File: src/rtl/adder64_seq_pkg.sv
// adder64_seq_pkg: shared constants and FSM state encoding for the sequential 64-bit adder
package adder64_seq_pkg;
    localparam int SLICE_W = 16;
    localparam int NSLICE  = 4;
    localparam int W       = SLICE_W * NSLICE;
    localparam int CNT_W   = $clog2(NSLICE);
    localparam logic [1:0] IDLE = 2'd0;
    localparam logic [1:0] RUN  = 2'd1;
    localparam logic [1:0] DONE = 2'd2;
endpackage

File: src/rtl/adder64_seq_ctrl_adder16.sv
// adder16: combinational 16-bit ripple slice
//   A, B : 16-bit operands, bit 1 = LSB
//   c0   : carry-in
//   S    : 16-bit sum
//   c16  : carry-out
module adder16 (
    input  logic [16:1] A,
    input  logic [16:1] B,
    input  logic        c0,
    output logic [16:1] S,
    output logic        c16
);
    assign {c16, S} = {1'b0, A} + {1'b0, B} + {16'd0, c0};
endmodule

File: src/rtl/adder64_seq_ctrl.sv
// adder64_seq_ctrl: 64-bit adder time-multiplexing one adder16 over four cycles, LSB slice first
//   clk, rst_n           : clock, asynchronous active-low reset
//   in_valid / in_ready  : operand handshake (in_ready high only in IDLE)
//   A, B, c0             : operands and carry-in, bit 1 = LSB
//   out_valid / out_ready: result handshake
//   S, c64               : sum and carry-out, held stable while out_valid
//   busy                 : FSM not in IDLE
//   ovf                  : signed overflow, present only when ADDER64_SEQ_OVF_EN is defined
module adder64_seq_ctrl
    import adder64_seq_pkg::*;
(
    input  logic         clk,
    input  logic         rst_n,
    input  logic         in_valid,
    output logic         in_ready,
    input  logic [W:1]   A,
    input  logic [W:1]   B,
    input  logic         c0,
    output logic         out_valid,
    input  logic         out_ready,
    output logic [W:1]   S,
    output logic         c64,
    output logic         busy
`ifdef ADDER64_SEQ_OVF_EN
    ,
    output logic         ovf
`endif
);
    logic [1:0]         state;
    logic [CNT_W-1:0]   cnt;
    logic [W-1:0]       a_reg, b_reg, s_reg;
    logic               carry, c64_reg;
    logic [SLICE_W-1:0] a_sl, b_sl, sum_sl;
    logic               c16;
    logic               last;
    assign a_sl = a_reg[int'(cnt)*SLICE_W +: SLICE_W];
    assign b_sl = b_reg[int'(cnt)*SLICE_W +: SLICE_W];
    assign last = cnt == CNT_W'(NSLICE - 1);
    adder16 u_slice (
        .A   (a_sl),
        .B   (b_sl),
        .c0  (carry),
        .S   (sum_sl),
        .c16 (c16)
    );
    always_ff @(posedge clk or negedge rst_n) begin
        if (!rst_n) begin
            state   <= IDLE;
            cnt     <= '0;
            a_reg   <= '0;
            b_reg   <= '0;
            s_reg   <= '0;
            carry   <= 1'b0;
            c64_reg <= 1'b0;
        end else begin
            case (state)
                IDLE: if (in_valid) begin
                    a_reg <= A;
                    b_reg <= B;
                    carry <= c0;
                    cnt   <= '0;
                    state <= RUN;
                end
                RUN: begin
                    s_reg[int'(cnt)*SLICE_W +: SLICE_W] <= sum_sl;
                    carry <= c16;
                    cnt   <= cnt + 1'b1;
                    if (last) begin
                        c64_reg <= c16;
                        state   <= DONE;
                    end
                end
                DONE: if (out_ready) state <= IDLE;
                default: state <= IDLE;
            endcase
        end
    end
`ifdef ADDER64_SEQ_OVF_EN
    logic ovf_reg;
    // carry into the MSB is recovered from the top bit's sum: a ^ b ^ s
    always_ff @(posedge clk or negedge rst_n) begin
        if (!rst_n) ovf_reg <= 1'b0;
        else if (state == RUN && last) ovf_reg <= a_sl[SLICE_W-1] ^ b_sl[SLICE_W-1] ^ sum_sl[SLICE_W-1] ^ c16;
    end
    assign ovf = ovf_reg;
`endif
    assign in_ready  = state == IDLE;
    assign out_valid = state == DONE;
    assign busy      = state != IDLE;
    assign S         = s_reg;
    assign c64       = c64_reg;
endmodule

File: config.mk
export PLATFORM = sky130hd
export DESIGN_NAME = adder64_seq_ctrl
export DESIGN_NICKNAME = d
export VERILOG_FILES = /design/src/rtl/adder64_seq_pkg.sv /design/src/rtl/adder64_seq_ctrl_adder16.sv /design/src/rtl/adder64_seq_ctrl.sv
export SDC_FILE = /design/constraint.sdc
export NUM_CORES = 1
export LEC_CHECK = 0
export ABC_CLOCK_PERIOD_IN_PS = 3700
export BUFFER_PORTS_ARGS = -buffer_cell sky130_fd_sc_hd__buf_2
export CAP_MARGIN = 20
export CORE_MARGIN = 2
export CORE_UTILIZATION = 30
export CTS_CLUSTER_SIZE = 25
export DETAILED_ROUTE_END_ITERATION = 8
export SLEW_MARGIN = 20
export SYNTH_ARGS = -nofsm -noshare
export SYNTH_HDL_FRONTEND = slang
export SYNTH_HIERARCHICAL = 1
export SYNTH_SLANG_ARGS = --single-unit
export TNS_END_PERCENT = 10
File: constraint.sdc
create_clock -name clk -period 3.7 [get_ports clk]
set_input_delay 0.185 -clock clk [delete_from_list [all_inputs] [get_ports clk]]
set_output_delay 0.185 -clock clk [all_outputs]
set_load 0.03 [all_outputs]
=== Word level (Yosys, flattened, before mapping) ===
Index checks and enable logic that the tools add are counted.

* Register bits after elaboration: 198
* Input bits: 133
* Output and inout bits: 68

* Shifts and indexed selects: 4
* Reduce and logical (&&, ||, !) cells: 7
* Add/subtract/negate cells: 4
* Equality and inequality tests: 6
* Multiplexer cells: 9

{| class="wikitable"
|+ Operator list
! operator !! number
|-
| $shiftx A64 B7 Y16 || 2
|-
| $bwmux W64 || 1
|-
| $shift A16 B33 Y64 const A || 1
|-
| $shiftx A16 B33 Y64 || 1
|-
| $neg A6 Y33 || 1
|-
| $add A16 B16 Y17 || 1
|-
| $add A17 B1 Y17 || 1
|-
| $mux W2 || 4
|-
| $pmux W2 S3 || 1
|-
| $reduce_and A2 Y1 || 3
|-
| $eq A2 B2 Y1 const B || 2
|-
| $ne A2 B2 Y1 const B || 2
|-
| $pmux W2 S2 || 1
|-
| $reduce_bool A2 Y1 || 2
|-
| $reduce_and A3 Y1 || 1
|-
| $add A2 B1 Y2 const B || 1
|-
| $eq A2 B1 Y1 const B || 1
|-
| $logic_not A2 Y1 || 1
|-
| $ne A2 B1 Y1 const B || 1
|-
| $pmux W1 S2 || 1
|-
| $mux W1 || 1
|}

=== Logic depth before layout (Yosys ltp) ===
* Depth in word-level cells: 5
* Mapped depth: 13
* Gate-level depth less buffers: 10

=== Cells and area by module ===
Netlist, hierarchy kept.

{| class="wikitable"
|+ Modules (own cells, without submodules)
! module !! area each (um2) !! cells an instance !! times used
|-
| adder64_seq_ctrl || 8,458.1 || 560 || 1
|-
| adder16 || 815.8 || 106 || 1
|}

=== Worst setup path after synthesis ===
No wires, ideal clock.

* Path type: flip-flop to flip-flop
* Start: reg cnt[0]
* End: reg c64_reg, in the netlist c64
* Arrival time: 3.329 ns
* Path buffers: 2
* Period minus slack after synthesis: 3.453 ns
* Setup slack: 0.247 ns
* Stages on the path, launching flop included: 12
* Data required time: 3.575 ns
* Cells stage by stage: dfrtp_1 > buf_6 > buf_2 > mux4_2 > fa_1 > fa_1 > a21oi_2 > o21a_1 > nor4_2 > nor4b_2 > o21ai_1 > mux2_2

* Word-level cells in the longest chain between the ends: 3

{| class="wikitable"
|+ Ends and longest elaborated chain
! what !! RTL line !! text
|-
| start, declared || adder64_seq_ctrl.sv:30 || <nowiki>logic [CNT_W-1:0] cnt;</nowiki>
|-
| start signal, assigned || adder64_seq_ctrl.sv:67 || <nowiki>cnt <= cnt + 1'b1;</nowiki>
|-
| $shiftx A64 B7 Y16 || adder64_seq_ctrl.sv:37 || <nowiki>assign b_sl = b_reg[int'(cnt)*SLICE_W +: SLICE_W];</nowiki>
|-
| net b_sl[0] || adder64_seq_ctrl.sv:33 || <nowiki>logic [SLICE_W-1:0] a_sl, b_sl, sum_sl;</nowiki>
|-
| $add A16 B16 Y17 || adder64_seq_ctrl_adder16.sv:13 || <nowiki>assign {c16, S} = {1'b0, A} + {1'b0, B} + {16'd0, c0};</nowiki>
|-
| $add A17 B1 Y17 || adder64_seq_ctrl_adder16.sv:13 ||
|-
| net c16 || adder64_seq_ctrl.sv:34 || <nowiki>logic c16;</nowiki>
|-
| end signal, assigned || adder64_seq_ctrl.sv:54 || <nowiki>c64_reg <= 1'b0;</nowiki>
|-
| end signal, assigned || adder64_seq_ctrl.sv:69 || <nowiki>c64_reg <= c16;</nowiki>
|-
| end, declared || adder64_seq_ctrl.sv:32 || <nowiki>logic carry, c64_reg;</nowiki>
|}

The timed path passes the listed nets, and every way through them passes these cells.
A chain may end at the register's enable or synchronous reset.

=== Worst setup path in the final report ===
* Start: reg cnt[0]
* End: reg s_reg[47], in the netlist S[48]

* Word-level cells in the longest chain between the ends: 5

{| class="wikitable"
|+ Ends and longest elaborated chain
! what !! RTL line !! text
|-
| $shiftx A64 B7 Y16 || adder64_seq_ctrl.sv:36 || <nowiki>assign a_sl = a_reg[int'(cnt)*SLICE_W +: SLICE_W];</nowiki>
|-
| net a_sl[4] || adder64_seq_ctrl.sv:33 ||
|-
| $add A16 B16 Y17 || adder64_seq_ctrl_adder16.sv:13 ||
|-
| $add A17 B1 Y17 || adder64_seq_ctrl_adder16.sv:13 ||
|-
| net sum_sl[15] || adder64_seq_ctrl.sv:33 ||
|-
| $shiftx A16 B33 Y64 || adder64_seq_ctrl.sv:65 || <nowiki>s_reg[int'(cnt)*SLICE_W +: SLICE_W] <= sum_sl;</nowiki>
|-
| $bwmux W64 || adder64_seq_ctrl.sv:65 ||
|-
| end signal, assigned by index || adder64_seq_ctrl.sv:65 ||
|-
| end, declared || adder64_seq_ctrl.sv:31 || <nowiki>logic [W-1:0] a_reg, b_reg, s_reg;</nowiki>
|}

The timed path passes the listed nets, and every way through them passes these cells.

==> flow_summary.yaml <==
run_status:
  status: "finished clean"
clock_tree:
  clock_tree.buffer_depth: 2
  insertion_delay_ns: 0.45
  postCtsSetupBuffers: 0
  tritoncts: "done"
  cts_root_buf: "clkbuf_16"
  cts_max_level: 4
  hold_buffers: 129
  numCtsBuffers: 17
  clock_sinks: 198
  path_clk_slew_ns: 0.09
  cts_resized: 0
layout:
  post-route-util: 0.411
  nNetsFinal: 1143
  drive_gt1_frac: 0.417
  area_growth_syn_to_layout_pct: 35.1
  instances_no_fill: 1398
hold_path:
  worstHoldPathCells: 2
  hold_end: "a_reg[9]$_DFFE_PN0P_"
  hold_path_startpoint: "A[10]"
  min_path_type: "primary input to flop"
sta:
  final.period_utilization: 0.925
  worst_pin_slew_ns: 0.976
  rsz0062_at_grt: "false"
  setup_viol: 0
  period_needed_ns: 3.42
  whs_ns: 0.0198
  drv_slew: 0
  tns_ns: 0
  fmax_ghz: 0.292
  fin_worst_skew_ns: 0.0141
  maxSlewHeadroom: 0.346
  finalHoldViolCount: 0
global_route:
  grt_max_degree: 85
  antenna_found_initial: 1
  grt_overflow: 0
  grt_pass1_vias: 7044
  grt_usage: 0.163
  grt_pass1_wl_mm: 41.0
floorplan:
  ios: 201
  die_w_um: 180
  start_util: 0.304
  die_h_um: 180
  coreArea_um2: 30500
  dieArea_um2: 32300
  rows: 64
synth:
  synth_edf_count: 0
  synth_flop_cell: "dfrtp_1"
  yosys.cell_count.top_type: "dfrtp_1"
  synth_top_cell_area_share: 0.534
  yosysTopAreaCell: "dfrtp_1"
  synth_common_cells: "dfrtp_1 (198), mux2_2 (111), nand2_1 (75)"
  syn_inst: 666
  ys_seq_area_frac: 0.534
  synthDistinctLibCells: 58
  yosysWarnings: 6
  syn_nets: 821
  synth.avg_cell_area_um2: 13.9
  syn_area_um2: 9270
  synth_seq_cells: 198
  yosys-top-cells-area: "dfrtp_1 (53%), mux2_2 (13%), mux4_2 (7.8%)"
  synthArstFlopShare: 1.00
routing:
  drtPass1Iterations: 5
  vias_per_cell: 4.76
  antenna_left: 0
  drt_iter0_drc: 353
  wl_per_cell_um: 18.3
  routed_wl_mm: 25.6
  route.detailed.drc: 0
  num_vias: 6660
power:
  p_sw_w: 0.00624
  pwr-share-comb: 0.588
  total_power_w: 0.0136
  power_frac_seq: 0.271
  p_sw_frac: 0.460
  power_density_nw_per_um2: 1080
  ir_drop_mv: 0.577
  pwr-share-clk: 0.141
  leakage_nw: 5.67
  p_int_w: 0.00732
worst_setup_path:
  r2r-end: "S[48]$_DFFE_PN0P_"
  worstRegToRegCells: 11
  critPathMaxFanout: 19
  cp_slowest_stage_delay_ns: 0.56
  r2r_setup_slack_ns: 0.28
  crit_buf_inv: 1
  path_class: "flop to flop"
  reg2reg_from: "cnt[0]$_DFFE_PN0P_"
  critPathRequiredTime_ns: 4.09
  start_kind: "flop"
  crit_slowest_cell: "mux4_2"
  cp-end-kind: "flop"
  crit_chain: "buf_4 > mux4_2 > ha_1 > a21oi_2 > o211ai_1 > a31o_2 > o21a_1 > xor2_1 > nand4b_1 > nor4_1 > a21o_1"
  cp_top_family: "compound AO/OA/AOI/OAI gates"
  startpoint: "cnt[0]$_DFFE_PN0P_"
  cp.arrival_ns: 3.81
place:
  dp_cells: 1236
  io_buffers: 200
  hpwlAfterDp_mm: 17.8
  gp_congestion: 0.824
job:
  maxCapViolations: 0
==> layer usage <==
metal,wire (um),GRT usage,up-vias,part of all wire
met5,0,0,-,0
met4,267,0.0416,0,0.010
met2,11800,0.254,203,0.46
met1,12000,0.227,3340,0.47
li1,-,-,3099,-
met3,1440,0.0397,18,0.056
==> stage by stage <==
step	instance area, um^2	setup WS, ns
global route	12500	0.0457
finish	12500	0.279
CTS	12500	0.273
floorplan	9270	0.247
global placement	10600	0.403
detailed placement	10600	0.296
==> worst max path at each step <==
stage / end / slack (ns) / cells after the start
2_1_floorplan: c64$_DFFE_PN0P_ / 0.25 / 11
3_3_place_gp: S[48]$_DFFE_PN0P_ / 0.40 / 11
3_5_place_dp: S[48]$_DFFE_PN0P_ / 0.30 / 11
4_1_cts: S[48]$_DFFE_PN0P_ / 0.27 / 11
5_1_grt: S[48]$_DFFE_PN0P_ / 0.05 / 11
6_report: S[48]$_DFFE_PN0P_ / 0.28 / 11
==> cell usage in the layout (no fill, tap or decap), types with 5 or more instances in the layout <==
master,count
buf_2,199
dfrtp_1,196
dlygate4sd3_1,129
mux2_2,111
nand2_1,75
o21ai_0,35
a22o_1,33
mux4_2,32
ha_1,20
clkbuf_16,17
a21oi_1,13
mux2_4,10
buf_4,9
xnor2_1,9
mux2_1,8
inv_6,8
inv_1,7
o21ai_1,7
a21o_1,5
==> final cells by class <==
class                   instances  area (um^2)
well taps                     396          495
clock inverters                15          174
inverters                       7         26.3
repair buffers                342         2450
multi-input cells             422         4000
flip-flops and latches        198         4960
clock buffers                  17          425
diodes                          1         2.50
fillers                      2855        18000
==> logic make-up after synthesis <==
logic type,synth area share
simple gates,0.0625
buf+inv,0.0349
compound gates,0.0831
flops,0.534
mux,0.242
xor+xnor,0.0123
fa+ha+maj,0.0313
==> worst reg2reg max path, cell delays in order (launching register included) <==
cell	delay (ns)
dfrtp_2	0.44
buf_4	0.33
mux4_2	0.56
ha_1	0.38
a21oi_2	0.23
o211ai_1	0.19
a31o_2	0.29
o21a_1	0.18
xor2_1	0.29
nand4b_1	0.14
nor4_1	0.22
a21o_1	0.12
==> power groups by stage <==
stage	Combinational, W	Sequential (W)	Clock (W)
floorplan	0.00533	0.00386	0
global placement	0.00769	0.00369	0
detailed placement	0.00779	0.00371	0
CTS	0.00794	0.00367	0.00196
global route	0.00861	0.00380	0.00205
finish	0.00797	0.00367	0.00191
Power figures use the tool's default switching activity.
